**src/rtl/linreg_pkg.sv**
```systemverilog
// Shared defaults and FSM encoding for the linear-regression statistics datapath.
package linreg_pkg;

  localparam int unsigned DATA_W_DEF = 16;
  localparam int unsigned N_LOG2_DEF = 4;

  typedef enum logic [1:0] {
    ST_IDLE   = 2'd0,
    ST_ACCUM  = 2'd1,
    ST_DIVIDE = 2'd2,
    ST_DONE   = 2'd3
  } state_e;

endpackage

```
**src/rtl/xy_acc_lane.sv**
```systemverilog
// One statistic lane: sign-extended running sum with clear, add-enable and a
// registered floor-mean (arithmetic shift by N_LOG2) captured on div_en.
module xy_acc_lane #(
  parameter int unsigned IN_W   = 16,
  parameter int unsigned OUT_W  = 16,
  parameter int unsigned N_LOG2 = 4
) (
  input  logic             clk,
  input  logic             rst_n,
  input  logic             clr,
  input  logic             add_en,
  input  logic             div_en,
  input  logic [IN_W-1:0]  din,
  output logic [OUT_W-1:0] avg
);

  localparam int unsigned ACC_W = IN_W + N_LOG2;

  logic signed [ACC_W-1:0] acc_q;

  // N_LOG2 guard bits make overflow impossible for 2^N_LOG2 samples.
  always_ff @(posedge clk or negedge rst_n) begin
    if (!rst_n) begin
      acc_q <= '0;
    end else if (clr) begin
      acc_q <= '0;
    end else if (add_en) begin
      acc_q <= acc_q + {{N_LOG2{din[IN_W-1]}}, din};
    end
  end

  always_ff @(posedge clk or negedge rst_n) begin
    if (!rst_n) begin
      avg <= '0;
    end else if (clr) begin
      avg <= '0;
    end else if (div_en) begin
      avg <= OUT_W'(acc_q >>> N_LOG2);
    end
  end

endmodule

```
**src/rtl/xy_stats_accum.sv**
```systemverilog
// Batch accumulator producing means of x and y (and, with XY_MOMENTS_EN
// defined, of x*x and x*y) over 2^N_LOG2 accepted samples.
module xy_stats_accum
  import linreg_pkg::*;
#(
  parameter int unsigned DATA_W = DATA_W_DEF,
  parameter int unsigned N_LOG2 = N_LOG2_DEF
) (
  input  logic                clk,
  input  logic                rst_n,
  input  logic                clr,
  input  logic                xy_valid_in,
  output logic                xy_ready_out,
  input  logic [DATA_W-1:0]   x_in,
  input  logic [DATA_W-1:0]   y_in,
  output logic                avg_valid_out,
  output logic [DATA_W-1:0]   x_avg,
  output logic [DATA_W-1:0]   y_avg,
  output logic [2*DATA_W-1:0] xx_avg,
  output logic [2*DATA_W-1:0] xy_avg,
  output logic [N_LOG2:0]     sample_cnt
);

  localparam int unsigned CNT_W  = N_LOG2 + 1;
  localparam int unsigned PROD_W = 2 * DATA_W;
  localparam logic [CNT_W-1:0] LAST_CNT = CNT_W'((1 << N_LOG2) - 1);

  state_e state_q;
  state_e state_d;
  logic   accept_c;
  logic   div_en_c;

  always_ff @(posedge clk or negedge rst_n) begin
    if (!rst_n) begin
      state_q <= ST_IDLE;
    end else begin
      state_q <= state_d;
    end
  end

  // Next state and handshake; clr overrides any sample and restarts the batch.
  always_comb begin
    state_d      = state_q;
    xy_ready_out = 1'b0;
    accept_c     = 1'b0;
    div_en_c     = 1'b0;
    case (state_q)
      ST_IDLE, ST_ACCUM: begin
        xy_ready_out = 1'b1;
        accept_c     = xy_valid_in && !clr;
        if (accept_c) begin
          state_d = (sample_cnt == LAST_CNT) ? ST_DIVIDE : ST_ACCUM;
        end
      end
      ST_DIVIDE: begin
        div_en_c = 1'b1;
        state_d  = ST_DONE;
      end
      ST_DONE: begin
        state_d = ST_DONE;
      end
      default: begin
        state_d = ST_IDLE;
      end
    endcase
    if (clr) begin
      state_d = ST_IDLE;
    end
  end

  always_ff @(posedge clk or negedge rst_n) begin
    if (!rst_n) begin
      sample_cnt <= '0;
    end else if (clr) begin
      sample_cnt <= '0;
    end else if (accept_c) begin
      sample_cnt <= sample_cnt + CNT_W'(1);
    end
  end

  // Valid follows the first DONE cycle, one cycle after the means are captured.
  always_ff @(posedge clk or negedge rst_n) begin
    if (!rst_n) begin
      avg_valid_out <= 1'b0;
    end else begin
      avg_valid_out <= !clr && (state_q == ST_DONE);
    end
  end

  xy_acc_lane #(.IN_W(DATA_W), .OUT_W(DATA_W), .N_LOG2(N_LOG2)) u_lane_x (
    .clk    (clk),
    .rst_n  (rst_n),
    .clr    (clr),
    .add_en (accept_c),
    .div_en (div_en_c),
    .din    (x_in),
    .avg    (x_avg)
  );

  xy_acc_lane #(.IN_W(DATA_W), .OUT_W(DATA_W), .N_LOG2(N_LOG2)) u_lane_y (
    .clk    (clk),
    .rst_n  (rst_n),
    .clr    (clr),
    .add_en (accept_c),
    .div_en (div_en_c),
    .din    (y_in),
    .avg    (y_avg)
  );

`ifdef XY_MOMENTS_EN
  logic signed [PROD_W-1:0] x_ext_c;
  logic signed [PROD_W-1:0] y_ext_c;
  logic        [PROD_W-1:0] xx_prod_c;
  logic        [PROD_W-1:0] xy_prod_c;

  // Full-width signed operands so the low PROD_W product bits are exact.
  assign x_ext_c   = {{DATA_W{x_in[DATA_W-1]}}, x_in};
  assign y_ext_c   = {{DATA_W{y_in[DATA_W-1]}}, y_in};
  assign xx_prod_c = x_ext_c * x_ext_c;
  assign xy_prod_c = x_ext_c * y_ext_c;

  xy_acc_lane #(.IN_W(PROD_W), .OUT_W(PROD_W), .N_LOG2(N_LOG2)) u_lane_xx (
    .clk    (clk),
    .rst_n  (rst_n),
    .clr    (clr),
    .add_en (accept_c),
    .div_en (div_en_c),
    .din    (xx_prod_c),
    .avg    (xx_avg)
  );

  xy_acc_lane #(.IN_W(PROD_W), .OUT_W(PROD_W), .N_LOG2(N_LOG2)) u_lane_xy (
    .clk    (clk),
    .rst_n  (rst_n),
    .clr    (clr),
    .add_en (accept_c),
    .div_en (div_en_c),
    .din    (xy_prod_c),
    .avg    (xy_avg)
  );
`else
  assign xx_avg = '0;
  assign xy_avg = '0;
`endif

endmodule

```
**config.mk**
```make
export PLATFORM = sky130hd
export DESIGN_NAME = xy_stats_accum
export DESIGN_NICKNAME = d
export VERILOG_FILES = /design/src/rtl/linreg_pkg.sv /design/src/rtl/xy_acc_lane.sv /design/src/rtl/xy_stats_accum.sv
export SDC_FILE = /design/constraint.sdc
export NUM_CORES = 1
export LEC_CHECK = 0
export ABC_AREA = 1
export BUFFER_PORTS_ARGS = -buffer_cell sky130_fd_sc_hd__buf_2
export CAP_MARGIN = 40
export CORE_AREA = 5 5 171 91
export DETAILED_ROUTE_END_ITERATION = 16
export DIE_AREA = 0 0 176 96
export PLACE_DENSITY_LB_ADDON = 0.05
export SETUP_SLACK_MARGIN = 0.5
export SLEW_MARGIN = 20
export SYNTH_ARGS = -nofsm -noshare
export SYNTH_HDL_FRONTEND = slang
export SYNTH_SLANG_ARGS = --single-unit
```
**constraint.sdc**
```tcl
create_clock -name clk -period 2.4 [get_ports clk]
set_input_delay 0.12 -clock clk [delete_from_list [all_inputs] [get_ports clk]]
set_output_delay 0.12 -clock clk [all_outputs]
set_load 0.01 [all_outputs]
```
==> flow_summary.ini <==
[synth]
synth-adder-area-share_pct = 9.034
synth-compound-area-share_pct = 11.61
synth_cell_types = 35
async_reset_ff_share_pct = 100.0
synth_edf_count = 0
yosysWarningCount = 0
synth_area_leader_cell = dfrtp_1
muxShareOfSynthArea_pct = 0
synth_cells = 819
synth-simple-area-share_pct = 28.52
synth_top_area_share_pct = 33.46
synth_top_family_by_area = simple AND/OR/NAND/NOR gates
yosys_most_used_dff = dfrtp_1
syn_area_um2 = 5983
ys_seq_area_share_pct = 33.46
ys_seq_elements = 80
synth_xor_area_share_pct = 0.7319
synth_area_per_cell_um2 = 7.306
synth.area.top_cells = dfrtp_1, nand2_1, ha_1, buf_4, inv_1

[grt]
grt_max_degree = 81
grt_pass1_vias = 5186
grt_use_total_pct = 20.86
grt_first_pass_wirelength_mm = 27.54
grt_antenna_before_repair = 0
overflow = 0

[min_path]
min_path_type = in -> reg
hold_start = clr

[worst_setup_path]
slowest_stage = dfrtp_1
path_delay_family = simple AND/OR/NAND/NOR gates
crit_buf_inv = 0
cp.required_ps = 2630
end_kind = register
path_max_fanout = 5
critPathKind = reg -> reg
cp-start-kind = register
crit_arrival_ps = 2030
slowest_delay_ps = 390
rrSetupSlack_ps = 590
crit_start = u_lane_y.acc_q[8]
r2r_start = u_lane_y.acc_q[8]
path_cells = ha_1, nand2_1, nand2_1, a21oi_2, nor2_1, nor2_1, nand3b_1, nand3_1, nand2_1
critPathMostFrequentCell = nand2_1

[route]
viasPerCell = 4.986
ant_nets = 0
first_iter_violations = 338
dr_total_vias = 5425
drc = 0
drt_pre_antenna_iters = 5
wirelength_mm = 17.21
wl_per_cell_um = 15.82

[power_and_ir_drop]
leakagePower_uw = 0.003703
power-per-cell-area_nw_per_um2 = 640.5
ir_worst_vdd_uv = 313.1
finalPower_uw = 4416

[layout]
diodes = 0
final_layout_size_suffix_gt1_share_pct = 19.85
fin_util_pct = 49.38
finalNonFillerCells = 1088
nets = 980
area_delta_synth_final_pct = 15.24

[timing]
setup_violations = 0
hold_violations = 0
fmaxAchievable_mhz = 553.8
finalClockSkew_ps = 8.729
finalCriticalPeriod_ps = 1806
slew_headroom_pct = 63.98
rsz0062_at_grt = yes
tns_ps = 0
worstMarginPinSlew_ps = 538.2
fin_crit_sh_pct = 75.23
slew_viol_final = 0

[floorplan]
core_area_um2 = 13960
ios = 139
die_area_um2 = 16900
die_h_um = 96
start_util_pct = 42.85
die_x_um = 176
num_rows = 31

[run]
cap_viol_max_count = 0

[placed_design]
gp_congestion = 0.9386
place_hpwl_mm = 13.22
placedCellCount = 1069
io_buffer_count = 74

[clocking]
cts.sinks = 80
clk_pin_slew_ps = 60
cts-root-buf = clkbuf_16
cts_buffer_depth = 2
insertion_delay_ps = 340
cts_tree = done
cts_made_buffers = 9
htreeDepth = 3

[status]
status = completed
[metrics by stage]
stage / cell area (um2) / hold WS [ps] / setup slack, ps
final: 6895 / 22.12 / 594.4
after global routing: 6895 / 24.30 / 482.9
after CTS: 6744 / 7.445 / 486.9
after detailed placement: 6417 / 197.1 / 416.9
after global placement: 6390 / 188.1 / 495.8
after floorplan: 6220 / -175.6 / 704.9
[final timing paths]
check	to	cells past startpoint
min in group asynchronous	u_lane_y.avg[2]	3
worst max-delay path	u_lane_y.acc_q[13]	9
worst min register to register	sample_cnt[3]	1
max in group asynchronous	u_lane_y.avg[11]	3
worst min-delay path	u_lane_x.acc_q[3]	2
worst max register to register	u_lane_y.acc_q[13]	9
[flip-flops by register name, indices dropped and copies added (netlist names)]
| signal | cells |
|---|---|
| avg_valid_out | 1 |
| sample_cnt | 5 |
| u_lane_x.avg | 16 |
| u_lane_y.avg | 16 |
| state_q | 2 |
| u_lane_y.acc_q | 20 |
| u_lane_x.acc_q | 20 |
[worst register-to-register path: stages, from the launching register on]
cell and delay, ps:
dfrtp_1 390, ha_1 380, nand2_1 100, nand2_1 160, a21oi_2 210, nor2_1 60
nor2_1 180, nand3b_1 100, nand3_1 80, nand2_1 50
[cell type report]
| type | count | area (um2) |
|---|---|---|
| clock buffer | 11 | 232.7 |
| clock inverter | 5 | 81.33 |
| fill | 1401 | 7068 |
| inverter | 117 | 439.2 |
| multi-input combinational | 606 | 3376 |
| sequential | 80 | 2002 |
| tap | 181 | 226.5 |
| timing repair buffer | 88 | 538.0 |
[cell families (layout without fill, tap and decap cells)]
family | after synthesis | in the layout
xor+xnor | 5 | 5
compound gates | 123 | 123
fa+ha+maj | 42 | 42
other cells | 1 | 64
simple gates | 372 | 372
buf+inv | 196 | 221
flops | 80 | 80
[power breakdown]
part           internal (uW)  switching (uW)
combinational            479             896
sequential              1460            95.6
clock                    913             571
total                   2850            1560
[placed cells by master (no fill, tap or decap), types with 5 or more instances in the layout]
master	instances
a21oi_1	34
a22o_1	5
and2_1	6
buf_2	73
buf_4	10
clkbuf_16	9
conb_1	64
dfrtp_1	80
ha_1	26
ha_2	9
ha_4	5
inv_1	108
inv_2	9
nand2_1	210
nand2_2	18
nand3_1	56
nand3_2	13
nand3b_1	11
nor2_1	38
nor2_2	6
nor2_4	6
o21ai_0	49
o22ai_1	20
[Yosys cell counts, types with 7 or more instances]
cell and count:
o22ai_1 20, dfrtp_1 80, inv_2 9, inv_1 108, buf_4 66, nand3_2 9, o21ai_0 50, ha_1 40
a21oi_1 35, nand2_1 213, nand3_1 60, nor2_1 40, nand3b_1 11, buf_2 7, nand2_2 15
[metal layers]
metal	track usage, %	share of wire, %
met5	0	0
met1	33.91	54
met2	26.74	36
met3	5.377	9.8
met4	4.280	0.69
[what timing repair did]
action	CTS	global route
hold buffers	1	0
pin swaps	0	1
gates cloned	0	0
hold endpoints to repair	80	0
endpoints found under the setup margin	3	20
setup buffers	0	2
resized for setup	2	29
(Power assumes the default switching activity.)
